===== config.mk =====
export PLATFORM = sky130hd
export DESIGN_NAME = cut_eval_sequencer
export DESIGN_NICKNAME = d
export VERILOG_FILES = /design/src/rtl/cut_eval_sequencer_pkg.sv /design/src/rtl/cut_eval_sequencer_settle_timer.sv /design/src/rtl/cut_eval_sequencer.sv
export SDC_FILE = /design/constraint.sdc
export NUM_CORES = 1
export LEC_CHECK = 0
export BUFFER_PORTS_ARGS = -buffer_cell sky130_fd_sc_hd__buf_2
export CELL_PAD_IN_SITES_DETAIL_PLACEMENT = 1
export CELL_PAD_IN_SITES_GLOBAL_PLACEMENT = 1
export CORE_MARGIN = 8
export CORE_UTILIZATION = 35
export CTS_CLUSTER_DIAMETER = 150
export DETAILED_ROUTE_END_ITERATION = 12
export PLACE_DENSITY = 0.78
export SLEW_MARGIN = 5
export SYNTH_ARGS = -nofsm -noshare
export SYNTH_HDL_FRONTEND = slang
export SYNTH_SLANG_ARGS = --single-unit

===== constraint.sdc =====
create_clock -name clk -period 1.6 [get_ports clk]
set_clock_uncertainty 0.1 [all_clocks]
set_input_delay 0 -clock clk [delete_from_list [all_inputs] [get_ports clk]]
set_output_delay 0 -clock clk [all_outputs]
set_load 0.1 [all_outputs]

===== src/rtl/cut_eval_sequencer_pkg.sv =====
// Shared types and helpers for the exhaustive CUT evaluation sequencer.
// The optional EVAL_MISMATCH_CNT_EN build is handled in the top module.
package cut_eval_pkg;

    typedef enum logic [1:0] {
        IDLE,
        SETTLE,
        CHECK,
        DONE
    } state_t;

    // Bits needed to hold n-1, never less than one, so a one-cycle settle still gets a counter.
    function automatic int clog2_min1(input int n);
        int w;
        w = 0;
        while ((1 << w) < n) begin
            w = w + 1;
        end
        return (w < 1) ? 1 : w;
    endfunction

endpackage


===== src/rtl/cut_eval_sequencer_settle_timer.sv =====
// Down-counter that holds a vector for a fixed number of cycles; expire is high once the count reaches zero.
module settle_timer #(
    parameter int              CNT_W    = 1,
    parameter logic [CNT_W-1:0] LOAD_VAL = '0
) (
    input  logic clk,
    input  logic rst,
    input  logic load,
    input  logic en,
    output logic expire
);

    logic [CNT_W-1:0] cnt;

    // Load takes priority so a new vector always starts a full settle window.
    always_ff @(posedge clk) begin
        if (rst) begin
            cnt <= '0;
        end else if (load) begin
            cnt <= LOAD_VAL;
        end else if (en && (cnt != '0)) begin
            cnt <= cnt - CNT_W'(1);
        end
    end

    assign expire = (cnt == '0);

endmodule


===== src/rtl/cut_eval_sequencer.sv =====
// Exhaustive sweep of a combinational CUT against a golden model, reporting the first counterexample.
// Define EVAL_MISMATCH_CNT_EN to sweep every vector and count failures on mismatch_cnt.
module cut_eval_sequencer
    import cut_eval_pkg::*;
#(
    parameter int N_IN       = 2,
    parameter int N_OUT      = 1,
    parameter int SETTLE_CYC = 1
) (
    input  logic             clk,
    input  logic             rst,
    input  logic             start,
    output logic [N_IN-1:0]  cut_in,
    input  logic [N_OUT-1:0] cut_out,
    input  logic [N_OUT-1:0] gold_out,
    output logic             busy,
    output logic             done,
    output logic             mismatch,
    output logic [N_IN-1:0]  cex_vec,
    output logic [N_IN:0]    vec_cnt
`ifdef EVAL_MISMATCH_CNT_EN
    ,
    output logic [N_IN:0]    mismatch_cnt
`endif
);

    localparam int               CNT_W    = clog2_min1(SETTLE_CYC);
    localparam logic [CNT_W-1:0] LOAD_VAL = CNT_W'(SETTLE_CYC - 1);

    state_t state_q, state_d;
    logic   timer_load, timer_en, expire;
    logic   fail, last;

    assign fail = (cut_out != gold_out);
    assign last = &cut_in;
    assign busy = (state_q != IDLE);
    assign done = (state_q == DONE);

    settle_timer #(
        .CNT_W    (CNT_W),
        .LOAD_VAL (LOAD_VAL)
    ) u_timer (
        .clk    (clk),
        .rst    (rst),
        .load   (timer_load),
        .en     (timer_en),
        .expire (expire)
    );

    always_ff @(posedge clk) begin
        if (rst) begin
            state_q <= IDLE;
        end else begin
            state_q <= state_d;
        end
    end

    // The timer is reloaded whenever a new vector enters SETTLE.
    always_comb begin
        state_d    = state_q;
        timer_load = 1'b0;
        timer_en   = 1'b0;
        case (state_q)
            IDLE: begin
                if (start) begin
                    state_d    = SETTLE;
                    timer_load = 1'b1;
                end
            end
            SETTLE: begin
                timer_en = 1'b1;
                if (expire) begin
                    state_d = CHECK;
                end
            end
            CHECK: begin
`ifdef EVAL_MISMATCH_CNT_EN
                if (last) begin
                    state_d = DONE;
                end else begin
                    state_d    = SETTLE;
                    timer_load = 1'b1;
                end
`else
                if (fail || last) begin
                    state_d = DONE;
                end else begin
                    state_d    = SETTLE;
                    timer_load = 1'b1;
                end
`endif
            end
            DONE: begin
                state_d = IDLE;
            end
            default: begin
                state_d = IDLE;
            end
        endcase
    end

    // Results are only cleared by an accepted start, so they survive the return to IDLE.
    always_ff @(posedge clk) begin
        if (rst) begin
            cut_in   <= '0;
            vec_cnt  <= '0;
            mismatch <= 1'b0;
            cex_vec  <= '0;
        end else begin
            case (state_q)
                IDLE: begin
                    if (start) begin
                        cut_in   <= '0;
                        vec_cnt  <= '0;
                        mismatch <= 1'b0;
                        cex_vec  <= '0;
                    end
                end
                CHECK: begin
                    vec_cnt <= vec_cnt + (N_IN+1)'(1);
                    if (fail) begin
                        mismatch <= 1'b1;
                        if (!mismatch) begin
                            cex_vec <= cut_in;
                        end
                    end
                    if (state_d == SETTLE) begin
                        cut_in <= cut_in + N_IN'(1);
                    end
                end
                default: begin
                end
            endcase
        end
    end

`ifdef EVAL_MISMATCH_CNT_EN
    always_ff @(posedge clk) begin
        if (rst) begin
            mismatch_cnt <= '0;
        end else if ((state_q == IDLE) && start) begin
            mismatch_cnt <= '0;
        end else if ((state_q == CHECK) && fail) begin
            mismatch_cnt <= mismatch_cnt + (N_IN+1)'(1);
        end
    end
`endif

endmodule

Yosys cells after proc, flatten, opt, wreduce, memory -nomap -nowiden
Index checks and enable logic that the tools add are counted.

Bits in registers: 11. Input port bits: 5. Output and inout bits: 10. Logic and storage cells: 48.

Add/sub/neg operators: 3. Eq/ne operators: 9. Multiplexer cells: 19. Reductions and logical operators: 11.

Operators with widths (number): 2-bit two-way mux (7); 2-bit != test, second input constant (4); 2-bit one-hot mux with 2 select lines (2); 2-bit one-hot mux with 4 select lines (1); 3-bit one-hot mux with 2 select lines (1); 3-bit AND reduction (2); 1-bit two-way mux (5); 2-bit by 1-bit == test with 1-bit output, second input constant (2); 2-bit == test, second input constant (2); 1-bit one-hot mux with 2 select lines (2); 2-bit AND reduction (2); 4-bit AND reduction (1); 2-bit nonzero test (2); 3-bit by 1-bit adder with 3-bit output, second input constant (1); 3-bit two-way mux (1); 2-bit by 1-bit adder with 2-bit output, second input constant (1); 2-bit zero test (1); 2-bit OR reduction (1); 1-bit logical AND (1); 1-bit logical OR (1); 1-bit != test (1); 1-bit subtractor, second input constant (1).

Logic depth before layout (Yosys ltp)
Depth after elaboration: 7. Gate-level depth with buffers: 4. Depth with buffers taken out: 4.

Modules after synthesis
Synthesis repeated with hierarchy kept, for this count alone.

Cell total of the unflattened synthesis: 66. Area, all modules: 574.3 µm².

By module, submodules not included: cut_eval_sequencer (times used 1, cells an instance 63, area each 535.5 µm², sequential area each 200.2 µm²); settle_timer (times used 1, cells an instance 3, area each 38.8 µm², sequential area each 20.0 µm²).

Worst setup path after synthesis
No wires, ideal clock.

Path kind: reg-to-reg. Start point: register cut_in[0]. End point: register cut_in[0]. Arrival: 1.740 ns. Required time: 1.425 ns. Slack: -0.315 ns. Cell stages (with the launch flop): 4. Buffers on the path: 0. Period minus slack after synthesis: 1.915 ns. Cell sequence: dfxtp_1 > ha_1 > or4b_1 > a31oi_1.

Longest elaborated chain between the ends: 7. Elaborated cells on any way between the ends: 10. Those cells by class: add/sub: 1; eq/ne: 2; mux: 4; reduce/logical: 3.

Ends and longest elaborated chain: start, declared (line cut_eval_sequencer.sv:13) `output logic [N_IN-1:0] cut_in,`; start signal, assigned (line cut_eval_sequencer.sv:128) `cut_in <= cut_in + N_IN'(1);`; 2-bit AND reduction (line cut_eval_sequencer.sv:35) `assign last = &cut_in;`; 1-bit logical OR (line cut_eval_sequencer.sv:85) `if (fail || last) begin`; 2-bit two-way mux (line cut_eval_sequencer.sv:85); 2-bit one-hot mux with 4 select lines (line cut_eval_sequencer.sv:63) `case (state_q)`; 2-bit by 1-bit == test with 1-bit output (line cut_eval_sequencer.sv:127) `if (state_d == SETTLE) begin`; 2-bit != test (no source line); 3-bit AND reduction (no source line).

Parallel ways exist; a longest one is shown, timed or not. The select of a mux whose other input is x is not followed. A chain may end at the register's enable or synchronous reset.

Final worst setup path
Start point: register state_q[1]. End point: output port busy.

Longest elaborated chain between the ends: 1.

Ends and longest elaborated chain: start, declared (line cut_eval_sequencer.sv:30) `state_t state_q, state_d;`; start signal, assigned (line cut_eval_sequencer.sv:54) `state_q <= state_d;`; 2-bit nonzero test (line cut_eval_sequencer.sv:36) `assign busy = (state_q != IDLE);`; end, declared (line cut_eval_sequencer.sv:16) `output logic busy,`.

No other way between the ends.

==> results by group <==
Global route
  – GRT overflow: 0
  – Initial antenna violation count: 0
  – Vias in the first global route: 590
  – Tot GR Track Use: 0.0944
  – Largest net degree at the start of global routing: 12
  – Wire length of the first global-routing pass: 2.50 mm

Clock tree
  – Post-CTS Setup Inserts: 0
  – CTS tree: built
  – Worst-Skew Late Latency: 0.26 ns
  – H-tree depth: 1
  – Clock root buffer: clkbuf_4
  – Clk sinks: 11
  – Clk buf depth: 2
  – Clk slew on worst S/H paths: 0.08 ns
  – Total clock buffers created by CTS: 3

STA
  – Final Hold Viols: 0
  – Relative slew slack: 0.677
  – F_max: 0.686 GHz
  – Fin crit period: 1.46 ns
  – Final setup violation count: 0
  – Max-slew violations: 0
  – Final Cycle Share: 0.911
  – Final WS setup: 0.143 ns
  – Slew @ Worst Pin: 0.489 ns
  – RSZ-0062 raised after global routing: false

Critical path
  – Crit-path slowest cell: dfxtp_1
  – Worst reg-to-reg setup slack: 0.14 ns
  – Worst Path Class, Setup: reg2out
  – CP Cell Sequence: buf_4 > nor2_1 > inv_1 > clkbuf_4
  – Req. time, crit path: 1.50 ns
  – R2R depth: 3
  – CP Launch Type: flip-flop
  – CP Capture Point: busy
  – Worst Path Buf+Inv: 3
  – Crit Path Max Fanout: 8
  – Worst reg2reg path endpoint: cut_in[0]
  – Critical Path Max Stage Delay: 0.45 ns
  – Crit path launch: state_q[1]
  – Crit path DAT: 1.36 ns
  – Crit. End Element: output port
  – CP top delay family: buffers and inverters
  – Reg2reg start: cut_in[0]
  – CP Depth: 4

Cells and area
  – Commonest non-fill, non-tap cell in the layout: buf_2
  – Most frequent cells in the layout: buf_2 (12), dfxtp_1 (6), nand2_1 (5), a21oi_1 (5), dfxtp_2 (5)
  – P&R area growth vs syn: 28.7%
  – Nets@finish: 93
  – Design Area, Final: 734 um^2
  – FILL cells: 191
  – Antenna diodes: 0
  – Layout cells sized above 1: 0.318

Place
  – PortBufs: 14
  – Post-Place Setup Slack: 0.152 ns
  – Dpl hpwl: 1.14 mm
  – Dpl cell area: 686 um^2
  – Gpl congestion: 0.754

Route
  – DRC Markers: 0
  – Drt first-iter violations: 5
  – Detail Route Antenna Nets: 0
  – Drt first pass iters: 4
  – Drt total wl: 1.45 mm
  – Via-to-Cell Ratio: 5.36
  – Vias post-DR: 541
  – Drt wl/cell: 14.4 um

Synth
  – Yosys top cell area share: 0.386
  – Register bit total from synthesis: 11
  – Mean Syn Cell Area: 8.64 um^2
  – Ranking of synthesized cells by area: dfxtp_1 (39%), a21oi_1 (4.4%), a31oi_1 (4.4%)
  – Ys flop type: dfxtp_1
  – Syn Inst Count: 66
  – Synth area leader: dfxtp_1
  – Async SR Flop Fraction: 0
  – Area of the mapped netlist: 571 um^2
  – Post-synth EDFFs: 0
  – Syn nets: 73
  – Netlist cell types: 27
  – Yosys Warn Count: 0
  – Seq/Total Area, Yosys: 0.386

Pwr
  – Leakage dissipation: 0.302 nW
  – VDD IR-drop max: 0.000515 V
  – Comb pwr share: 0.216
  – Cell Int Power: 0.416 mW
  – NetSw: 0.201 mW
  – PD cells: 840 nW/um^2
  – Switching share of total power: 0.326
  – Clock Power Share: 0.310
  – Seq pwr share: 0.474

Worst hold path
  – Hold Path Depth: 4
  – Hold Crit Class: in2reg

Die
  – Core ar.: 1520 um^2
  – Die Width: 56.4 um
  – Initial Util: 0.374
  – Die Y-Extent: 56.4 um
  – # IOs: 15
  – Die footprint: 3180 um^2
  – Row cnt: 14

Run status
  – Status: finished clean

Flow run
  – Max Cap Viol: 0
==> worst min-delay path, delay by kind of cell <==
kind            cells  cell delay, ns
compound gates      1            0.08
xor+xnor            1            0.10
buf+inv             1            0.12
simple gates        1            0.11
==> synthesized netlist by cell type, types with 2 or more instances <==
library cell and number:
dfxtp_1 11, a21oi_1 5, nand2_1 5, nor2_1 5, a31oi_1 4, inv_1 3
nand2b_1 3, nand4_1 3, nor2b_1 3, o211ai_1 3, buf_2 2, ha_1 2
o21ai_0 2, or3_1 2
==> flip-flops by register name, summed over array words and instances (netlist names) <==
name	cells
cut_in	2
cex_vec	2
mismatch	1
state_q	2
u_timer.cnt	1
vec_cnt	3
==> repair_timing <==
action	CTS	global route
hold buffers	2	0
gates resized for setup	0	1
endpoints found under the setup margin	0	1
endpoints found under the hold margin	11	0
==> power by group through the flow <==
stage | sequential [mW] | combinational [mW] | clock (mW)
6_report | 0.292 | 0.133 | 0.191
5_1_grt | 0.294 | 0.143 | 0.211
4_1_cts | 0.293 | 0.133 | 0.198
3_5_place_dp | 0.299 | 0.129 | 0
3_3_place_gp | 0.298 | 0.128 | 0
2_1_floorplan | 0.314 | 0.0803 | 0
==> metal layers <==
metal,part of all wire,GRT usage
met1,0.46,0.109
met5,0,0
met4,0.0097,0.0412
met2,0.48,0.151
met3,0.041,0.0360
==> layout make-up <==
class	instances	area [um^2]	share of cell area
Sequential cell	11	226	0.308
Tap cell	16	20.0	0.0273
Clock buffer	4	26.3	0.0358
Timing Repair Buffer	18	123	0.167
Multi-Input combinational cell	49	328	0.446
Inverter	3	11.3	0.0153
==> kinds of logic after synthesis <==
logic type,Yosys count,share of synthesized area
muxes,1,0.0175
buffers and inverters,6,0.0439
AOI/OAI and AO/OA,19,0.226
adders and majority gates,2,0.0439
DFF,11,0.386
and+or+nand+nor,25,0.239
xor gates and xnor gates,2,0.0439
==> per-stage QoR <==
| stage | std cells | total power [mW] | hold slack, ns | TNS [ns] | util |
|---|---|---|---|---|---|
| global route | 101 | 0.647 | 0.126 | 0 | 0.482 |
| CTS | 101 | 0.624 | 0.0964 | 0 | 0.480 |
| finish | 101 | 0.617 | 0.0965 | 0 | 0.482 |
| global placement | 95 | 0.426 | 0.142 | 0 | 0.450 |
| floorplan | 66 | 0.394 | -0.0128 | -0.0422 | - |
| detailed placement | 95 | 0.428 | 0.150 | 0 | 0.450 |
==> how the worst min path moves through the flow <==
| stage | startpoint | to | slack, ns |
|---|---|---|---|
| finish | cut_out | cut_in[1] | 0.1 |
| global route | cut_out | cut_in[1] | 0.13 |
| CTS | cut_out | cut_in[1] | 0.1 |
| detailed placement | start | mismatch | 0.15 |
| global placement | start | mismatch | 0.14 |
| floorplan | start | mismatch | -0.01 |
Power figures use the tool's default switching activity.
